--- config.mk ---
export PLATFORM = sky130hd
export DESIGN_NAME = alu_rr_arbiter_flat
export DESIGN_NICKNAME = d
export VERILOG_FILES = /design/src/rtl/alu_rr_arbiter_if.sv /design/src/rtl/alu_rr_arbiter.sv /design/src/flat_wrapper.sv
export SDC_FILE = /design/constraint.sdc
export NUM_CORES = 1
export LEC_CHECK = 0
export ABC_AREA = 1
export BUFFER_PORTS_ARGS = -buffer_cell sky130_fd_sc_hd__buf_2
export CORE_ASPECT_RATIO = 2
export CORE_MARGIN = 3
export CORE_UTILIZATION = 40
export CTS_CLUSTER_DIAMETER = 50
export CTS_CLUSTER_SIZE = 40
export DETAILED_ROUTE_END_ITERATION = 10
export GPL_ROUTABILITY_DRIVEN = 0
export GPL_TIMING_DRIVEN = 0
export MAX_ROUTING_LAYER = met4
export PLACE_DENSITY = 0.69
export SYNTH_ARGS = -nofsm -noshare
export SYNTH_HDL_FRONTEND = slang
export SYNTH_SLANG_ARGS = --single-unit
export TNS_END_PERCENT = 5
--- constraint.sdc ---
create_clock -name clk_i -period 5.4 [get_ports clk_i]
set_clock_uncertainty 0.15 [all_clocks]
set_input_delay 1.35 -clock clk_i [delete_from_list [all_inputs] [get_ports clk_i]]
set_output_delay 1.35 -clock clk_i [all_outputs]
set_load 0.01 [all_outputs]
--- src/rtl/alu_rr_arbiter_if.sv ---
// Handshake bundle between two requesters, a result consumer and the shared-ALU arbiter.
// Signal suffixes are written from the arbiter's point of view.
interface alu_rr_arbiter_if #(
  parameter int unsigned WIDTH = 8
);
  logic             req0_valid_i;
  logic             req0_ready_o;
  logic [WIDTH-1:0] req0_first_i;
  logic [WIDTH-1:0] req0_second_i;
  logic [2:0]       req0_opcode_i;
  logic             req1_valid_i;
  logic             req1_ready_o;
  logic [WIDTH-1:0] req1_first_i;
  logic [WIDTH-1:0] req1_second_i;
  logic [2:0]       req1_opcode_i;
  logic             rsp_valid_o;
  logic             rsp_ready_i;
  logic             rsp_id_o;
  logic [WIDTH-1:0] rsp_data_o;
  logic             busy_o;

  // Requesters and result consumer.
  modport master (
    output req0_valid_i, req0_first_i, req0_second_i, req0_opcode_i,
    output req1_valid_i, req1_first_i, req1_second_i, req1_opcode_i,
    output rsp_ready_i,
    input  req0_ready_o, req1_ready_o, rsp_valid_o, rsp_id_o, rsp_data_o, busy_o
  );

  // Arbiter side.
  modport slave (
    input  req0_valid_i, req0_first_i, req0_second_i, req0_opcode_i,
    input  req1_valid_i, req1_first_i, req1_second_i, req1_opcode_i,
    input  rsp_ready_i,
    output req0_ready_o, req1_ready_o, rsp_valid_o, rsp_id_o, rsp_data_o, busy_o
  );
endinterface

--- src/rtl/alu_rr_arbiter.sv ---
// Round-robin arbiter sharing one registered ALU between two requesters.
// One operation in flight: IDLE (accept) -> EXEC (evaluate) -> RESP (hold until taken).
module alu_rr_arbiter #(
  parameter int unsigned WIDTH = 8
) (
  input logic              clk_i,
  input logic              rst_i,
  alu_rr_arbiter_if.slave  bus
);

  typedef enum logic [1:0] {StIdle, StExec, StResp} state_e;

  localparam logic [WIDTH:0] WidthVal = (WIDTH + 1)'(WIDTH);

  state_e           state_q, state_d;
  logic             ptr_q, ptr_d;
  logic [WIDTH-1:0] op_a_q, op_a_d;
  logic [WIDTH-1:0] op_b_q, op_b_d;
  logic [2:0]       opcode_q, opcode_d;
  logic             id_q, id_d;
  logic             rsp_valid_q, rsp_valid_d;
  logic             rsp_id_q, rsp_id_d;
  logic [WIDTH-1:0] rsp_data_q, rsp_data_d;

  logic             gnt0, gnt1;
  logic [WIDTH-1:0] alu_res;

  // Grant only in IDLE; under contention the pointer picks the winner.
  always_comb begin
    gnt0 = 1'b0;
    gnt1 = 1'b0;
    if (state_q == StIdle) begin
      if (bus.req0_valid_i && bus.req1_valid_i) begin
        gnt0 = ~ptr_q;
        gnt1 = ptr_q;
      end else begin
        gnt0 = bus.req0_valid_i;
        gnt1 = bus.req1_valid_i;
      end
    end
  end

  assign bus.req0_ready_o = gnt0;
  assign bus.req1_ready_o = gnt1;

  // ALU evaluated on captured operands; carries are dropped.
  always_comb begin
    alu_res = '0;
    unique case (opcode_q)
      3'b000: alu_res = ~(op_a_q | op_b_q);
      3'b001: alu_res = op_a_q & op_b_q;
      3'b010: alu_res = op_a_q + op_b_q;
      3'b011: alu_res = op_a_q + op_b_q;
      3'b100: alu_res = ~op_b_q;
      3'b101: alu_res = ~(op_a_q ^ op_b_q);
      3'b110: alu_res = {WIDTH{op_a_q == op_b_q}};
      3'b111: alu_res = ({1'b0, op_b_q} >= WidthVal) ? '0 : (op_a_q >> op_b_q);
      default: alu_res = '0;
    endcase
  end

  // Next-state: capture on grant, register result in EXEC, hold until consumer takes it.
  always_comb begin
    state_d     = state_q;
    ptr_d       = ptr_q;
    op_a_d      = op_a_q;
    op_b_d      = op_b_q;
    opcode_d    = opcode_q;
    id_d        = id_q;
    rsp_valid_d = rsp_valid_q;
    rsp_id_d    = rsp_id_q;
    rsp_data_d  = rsp_data_q;
    unique case (state_q)
      StIdle: begin
        if (gnt0 || gnt1) begin
          op_a_d   = gnt1 ? bus.req1_first_i  : bus.req0_first_i;
          op_b_d   = gnt1 ? bus.req1_second_i : bus.req0_second_i;
          opcode_d = gnt1 ? bus.req1_opcode_i : bus.req0_opcode_i;
          id_d     = gnt1;
          // Pointer always moves to the requester that was not served.
          ptr_d    = gnt0;
          state_d  = StExec;
        end
      end
      StExec: begin
        rsp_data_d  = alu_res;
        rsp_id_d    = id_q;
        rsp_valid_d = 1'b1;
        state_d     = StResp;
      end
      StResp: begin
        if (bus.rsp_ready_i) begin
          rsp_valid_d = 1'b0;
          state_d     = StIdle;
        end
      end
      default: state_d = StIdle;
    endcase
  end

  // State registers with synchronous reset; reset discards any in-flight operation.
  always_ff @(posedge clk_i) begin
    if (rst_i) begin
      state_q     <= StIdle;
      ptr_q       <= 1'b0;
      op_a_q      <= '0;
      op_b_q      <= '0;
      opcode_q    <= '0;
      id_q        <= 1'b0;
      rsp_valid_q <= 1'b0;
      rsp_id_q    <= 1'b0;
      rsp_data_q  <= '0;
    end else begin
      state_q     <= state_d;
      ptr_q       <= ptr_d;
      op_a_q      <= op_a_d;
      op_b_q      <= op_b_d;
      opcode_q    <= opcode_d;
      id_q        <= id_d;
      rsp_valid_q <= rsp_valid_d;
      rsp_id_q    <= rsp_id_d;
      rsp_data_q  <= rsp_data_d;
    end
  end

  assign bus.rsp_valid_o = rsp_valid_q;
  assign bus.rsp_id_o    = rsp_id_q;
  assign bus.rsp_data_o  = rsp_data_q;
  assign bus.busy_o      = (state_q != StIdle);

endmodule
--- src/flat_wrapper.sv ---
// flat-port wrapper written by rule: the top's interface ports become plain ports
module alu_rr_arbiter_flat 
#(
  parameter int unsigned WIDTH = 8
)
  (clk_i, rst_i, bus_req0_valid_i, bus_req0_first_i, bus_req0_second_i, bus_req0_opcode_i, bus_req1_valid_i, bus_req1_first_i, bus_req1_second_i, bus_req1_opcode_i, bus_rsp_ready_i, bus_req0_ready_o, bus_req1_ready_o, bus_rsp_valid_o, bus_rsp_id_o, bus_rsp_data_o, bus_busy_o);
  alu_rr_arbiter_if #(.WIDTH(WIDTH)) bus_i ();
  input logic clk_i;
  input logic rst_i;
  input wire logic [$bits(bus_i.req0_valid_i)-1:0] bus_req0_valid_i;
  input wire logic [$bits(bus_i.req0_first_i)-1:0] bus_req0_first_i;
  input wire logic [$bits(bus_i.req0_second_i)-1:0] bus_req0_second_i;
  input wire logic [$bits(bus_i.req0_opcode_i)-1:0] bus_req0_opcode_i;
  input wire logic [$bits(bus_i.req1_valid_i)-1:0] bus_req1_valid_i;
  input wire logic [$bits(bus_i.req1_first_i)-1:0] bus_req1_first_i;
  input wire logic [$bits(bus_i.req1_second_i)-1:0] bus_req1_second_i;
  input wire logic [$bits(bus_i.req1_opcode_i)-1:0] bus_req1_opcode_i;
  input wire logic [$bits(bus_i.rsp_ready_i)-1:0] bus_rsp_ready_i;
  output wire logic [$bits(bus_i.req0_ready_o)-1:0] bus_req0_ready_o;
  output wire logic [$bits(bus_i.req1_ready_o)-1:0] bus_req1_ready_o;
  output wire logic [$bits(bus_i.rsp_valid_o)-1:0] bus_rsp_valid_o;
  output wire logic [$bits(bus_i.rsp_id_o)-1:0] bus_rsp_id_o;
  output wire logic [$bits(bus_i.rsp_data_o)-1:0] bus_rsp_data_o;
  output wire logic [$bits(bus_i.busy_o)-1:0] bus_busy_o;
  assign bus_i.req0_valid_i = bus_req0_valid_i;
  assign bus_i.req0_first_i = bus_req0_first_i;
  assign bus_i.req0_second_i = bus_req0_second_i;
  assign bus_i.req0_opcode_i = bus_req0_opcode_i;
  assign bus_i.req1_valid_i = bus_req1_valid_i;
  assign bus_i.req1_first_i = bus_req1_first_i;
  assign bus_i.req1_second_i = bus_req1_second_i;
  assign bus_i.req1_opcode_i = bus_req1_opcode_i;
  assign bus_i.rsp_ready_i = bus_rsp_ready_i;
  assign bus_req0_ready_o = bus_i.req0_ready_o;
  assign bus_req1_ready_o = bus_i.req1_ready_o;
  assign bus_rsp_valid_o = bus_i.rsp_valid_o;
  assign bus_rsp_id_o = bus_i.rsp_id_o;
  assign bus_rsp_data_o = bus_i.rsp_data_o;
  assign bus_busy_o = bus_i.busy_o;
  alu_rr_arbiter #(.WIDTH(WIDTH)) u_core (.clk_i(clk_i), .rst_i(rst_i), .bus(bus_i));
endmodule
* Word-level counts from Yosys, hierarchy flattened
Cells that the tools add are included.
Cells by class: $lt $le $gt $ge 1, equality and inequality tests 12, shift-type cells 1, $add $sub $neg 1, muxes and demuxes 14, reduce and logical (&&, ||, !) cells 10, bitwise operators 7
Operators with widths (count):
- $pmux 8 s7 | 1
- $mux 8 | 3
- $not 8->8 | 3
- $eq 3x3->1 const B | 4
- $add 8x8->8 | 1
- $and 8x8->8 | 1
- $eq 8x8->1 | 1
- $ge 8x4->1 const B | 1
- $or 8x8->8 | 1
- $shr 8x8->8 | 1
- $xor 8x8->8 | 1
- $eq 3x2->1 const B | 2
- $pmux 2 s3 | 1
- $reduce_and 2->1 | 3
- $mux 1 | 5
- $mux 2 | 2
- $ne 2x2->1 const B | 2
- $reduce_bool 2->1 | 2
- $eq 3x1->1 const B | 1
- $logic_not 3->1 | 1
- $mux 3 | 1
- $eq 2x1->1 const B | 1
- $eq 2x2->1 const B | 1
- $logic_not 2->1 | 1
- other kinds (5) | 5
Storage, ports and cells: flip-flop bits (word level) 33, output and inout port bits 13

* Depth between registers and ports, before layout
depth after elaboration 6, gate-level depth with buffers 13, depth with buffers taken out 12

* Worst setup path before layout
Ideal clock, no wire load.
path type input to output, from input port bus_req0_valid_i, to output port bus_req1_ready_o, stages 4, arrival time 1.979 ns, data required time 3.900 ns, slack 1.921 ns, path through inv_1 -> nor2_1 -> nor3_4 -> clkbuf_1
On the way: longest elaborated chain between the ends 3
Ends and longest elaborated chain:
- start: declaration | RTL line flat_wrapper.sv:10 | input wire logic [$bits(bus_i.req0_valid_i)-1:0] bus_req0_valid_i;
- $logic_and 1x1->1 | RTL line alu_rr_arbiter.sv:33 | if (bus.req0_valid_i && bus.req1_valid_i) begin
- $mux 1 | RTL line alu_rr_arbiter.sv:33
- $mux 1 | RTL line alu_rr_arbiter.sv:32 | if (state_q == StIdle) begin
- end: declaration | RTL line flat_wrapper.sv:20 | output wire logic [$bits(bus_i.req1_ready_o)-1:0] bus_req1_ready_o;
No other way between the ends.

* Final worst setup path
Ends and elaborated chain as after synthesis.

==> key figures <==
Status
  • Status: completed

Power and ir drop
  • P per Cell Area: 299 nW/um2
  • Max IR drop VDD: around 0.25 mV
  • Seq pwr share: roughly a third
  • Lkg Pwr: around 1.5 nW
  • Gate power share: 37.4%
  • Clock share of power: between 20% and 30%
  • Sw Pwr: approximately 0.00035 W
  • Internal: around 0.00057 W
  • Switching Share: 38.0%

Worst setup path
  • CP max FO: 10
  • Arrival time worst endpoint: about 2.4 ns
  • Crit. End Element: output pin
  • Worst-path cell with the longest stage delay: clkbuf_1
  • Crit path largest cell delay: about 0.38 ns
  • Worst-path cell chain: buf_2 -> inv_1 -> nor2_1 -> nor3_4 -> clkbuf_1 -> buf_2
  • Startpoint types: input pin
  • WS Path Type: input pin to output pin
  • CP Data Required Time: about 3.9 ns
  • R2R depth: 10
  • Critical path's most frequent cell: buf_2

Floorplan
  • Die W: approximately 63 um
  • Starting Density: ~42%
  • DIE HEIGHT: 119 um
  • Core Region: roughly 6100 um2
  • I/O Pins: between 50 and 60
  • # rows: 40
  • Die ar.: between 7000 and 8000 um2

Flow run
  • Max-cap violations: 0

Timing
  • Peak Freq: approximately 260 MHz
  • Worst Max-Slew Pin Slew: 0.504 ns
  • RSZ-0062 raised after global routing: no
  • Period utilization: roughly 72%
  • Final TNS setup: 0 ns
  • Final hold violation count: 0
  • Setup Viol. Count Final: 0
  • Post-layout min period: 3.89 ns
  • Slew headroom: between 60% and 70%
  • Final Max Tran Viols: 0

Synthesis
  • Area share of the largest cell type after synthesis: between 20% and 30%
  • EDFF count, synth: 0
  • Synthesized area per cell: between 6 and 7 um2
  • Mapped Cells: 412
  • Post-Syn Nets: ~470
  • YS warnings: 0
  • Area leader, netlist: dfxtp_1
  • Area contributors post-synth: dfxtp_1 26%, nand2_1 13%, a21oi_1 8.4%
  • Yosys cell types: 29
  • Netlist Area Pre-Place: 2570 um2
  • Ys flop type: dfxtp_1
  • Post-synthesis sequential area ratio: approximately 26%
  • Seq cells post-synth: 33
  • Share of flip-flops with an asynchronous set or reset: 0%

Drt
  • TritonRoute pass-1 iters: 5
  • Final wirelength: approximately 8000 um
  • Antenna Nets Post-Route: 0
  • 1st-iter DRT viols: roughly 130
  • Residual DRC: 0
  • Routed vias/inst: between 5 and 6
  • Vias: approximately 2900
  • Wirelength per Cell: roughly 14 um

Layout
  • Leading cell types in the layout, fill and taps excluded: 91 x nand2_1, 58 x buf_2, 47 x inv_1
  • Nets: about 530
  • Ant. Diodes: 0
  • Share of layout cells above drive strength 1: ~17%
  • Final Core Density: between 50 and 60%
  • Most common cell after layout, fill and taps aside: nand2_1
  • Area Overhead vs Synth: 20.0%

Clock network
  • Reg clk slew, reported paths: 0.05 ns
  • CTS Buf Count: 5
  • CTS tree: built
  • H-tree depth: 2
  • CTS Sinks: 33
  • Hold-fix buffers at CTS: 0
  • Setup Fix Bufs, Post-CTS: 0
  • CTS resizes: 0
  • Root Buffer: clkbuf_16
  • Clk_lat worst skew: 0.28 ns
  • Clock Tree Buf Depth: 2

Global route
  • GR Overflow Total: 0
  • Vias in the first global route: between 2000 and 3000
  • Initial antenna violation count: 0
  • Largest net degree at the start of global routing: 11
  • First-pass GRT wire length: approximately 13000 um
  • Global Route Usage Sum: between 20% and 30%

Worst hold path
  • Worst hold stages: 2
  • Hold crit path type: flop to flop

Placement
  • Port-buffer cells: 54
  • Detailed placement HPWL: ~6500 um
-- kinds of logic (layout without fill, tap and decap cells) --
group	Yosys count	in the layout	synth area share [%]
compound gates	106	106	23.0
simple gates	184	184	31.4
buf+inv	72	134	11.3
flops	33	33	25.7
fa+ha+maj	17	17	8.58
-- registers in the layout (all words and copies together), names as in the netlist --
name / cells
u_core.bus.rsp_data_o: 8
u_core.op_a_q: 8
u_core.id_q: 1
u_core.bus.rsp_valid_o: 1
u_core.bus.rsp_id_o: 1
u_core.ptr_q: 1
u_core.op_b_q: 8
u_core.state_q: 2
u_core.opcode_q: 3
-- critical path: cells and delay by family --
family / cells / cell delay (ns)
buf+inv: 4 / 0.74
simple gates: 2 / 0.29
-- worst paths after layout --
| check | from | slack, ns | to |
|---|---|---|---|
| worst max-delay path | bus_req0_valid_i | 1.51 | bus_req1_ready_o |
| worst min-delay path | u_core.bus.rsp_id_o | 0.31 | u_core.bus.rsp_id_o |
| worst max register to register | u_core.op_b_q[2] | 3.08 | u_core.bus.rsp_data_o[2] |
| worst min register to register | u_core.bus.rsp_id_o | 0.31 | u_core.bus.rsp_id_o |
-- power by group through the flow --
stage                     registers (W)  logic (W)  clock network (W)
after floorplan                0.000304   0.000240                  0
after global placement         0.000309   0.000333                  0
after detailed placement       0.000310   0.000339                  0
after CTS                      0.000305   0.000340           0.000276
after global routing           0.000310   0.000389           0.000283
final                          0.000305   0.000344           0.000270
-- Yosys cell counts, types with 2 or more instances --
cell type	count
nand3_1	38
nor2_1	37
inv_1	47
a21oi_1	43
o21bai_1	19
ha_1	16
clkbuf_1	9
o21ai_1	21
clkinv_1	2
nor3b_1	2
inv_2	6
buf_4	4
nor2_2	3
buf_2	4
o21ai_0	18
o22ai_1	2
dfxtp_1	33
nand2_1	91
nand4_1	7
-- metrics by stage --
step / instances / setup slack [ns] / hold slack [ns] / total power [W] / area [um2]
2_1_floorplan: 412 / 1.92 / 0.289 / 0.000545 / 2570
3_3_place_gp: 550 / 1.54 / 0.298 / 0.000642 / 2940
3_5_place_dp: 550 / 1.51 / 0.303 / 0.000649 / 2940
4_1_cts: 558 / 1.51 / 0.311 / 0.000921 / 3080
5_1_grt: 558 / 1.43 / 0.333 / 0.000981 / 3080
6_report: 558 / 1.51 / 0.308 / 0.000920 / 3080
-- metal layers --
| layer | GRT usage (%) | routed length [um] | vias up | share of wire (%) |
|---|---|---|---|---|
| met5 | - | 0 | - | 0 |
| met1 | 19.4 | 2710 | 1307 | 34 |
| met2 | 43.5 | 4490 | 102 | 56 |
| met3 | 3.40 | 296 | 38 | 3.7 |
| li1 | - | - | 1476 | - |
| met4 | 14.7 | 541 | 0 | 6.7 |
-- area by class of cell --
class,instances,area [um2]
inverters,55,206
well taps,84,105
fillers,675,3030
clock buffers,6,129
clock inverters,2,10.0
plain buffers,17,83.8
repair buffers,54,270
flip-flops and latches,33,661
multi-input cells,307,1620
No activity file was read; power rests on OpenSTA's default activity.
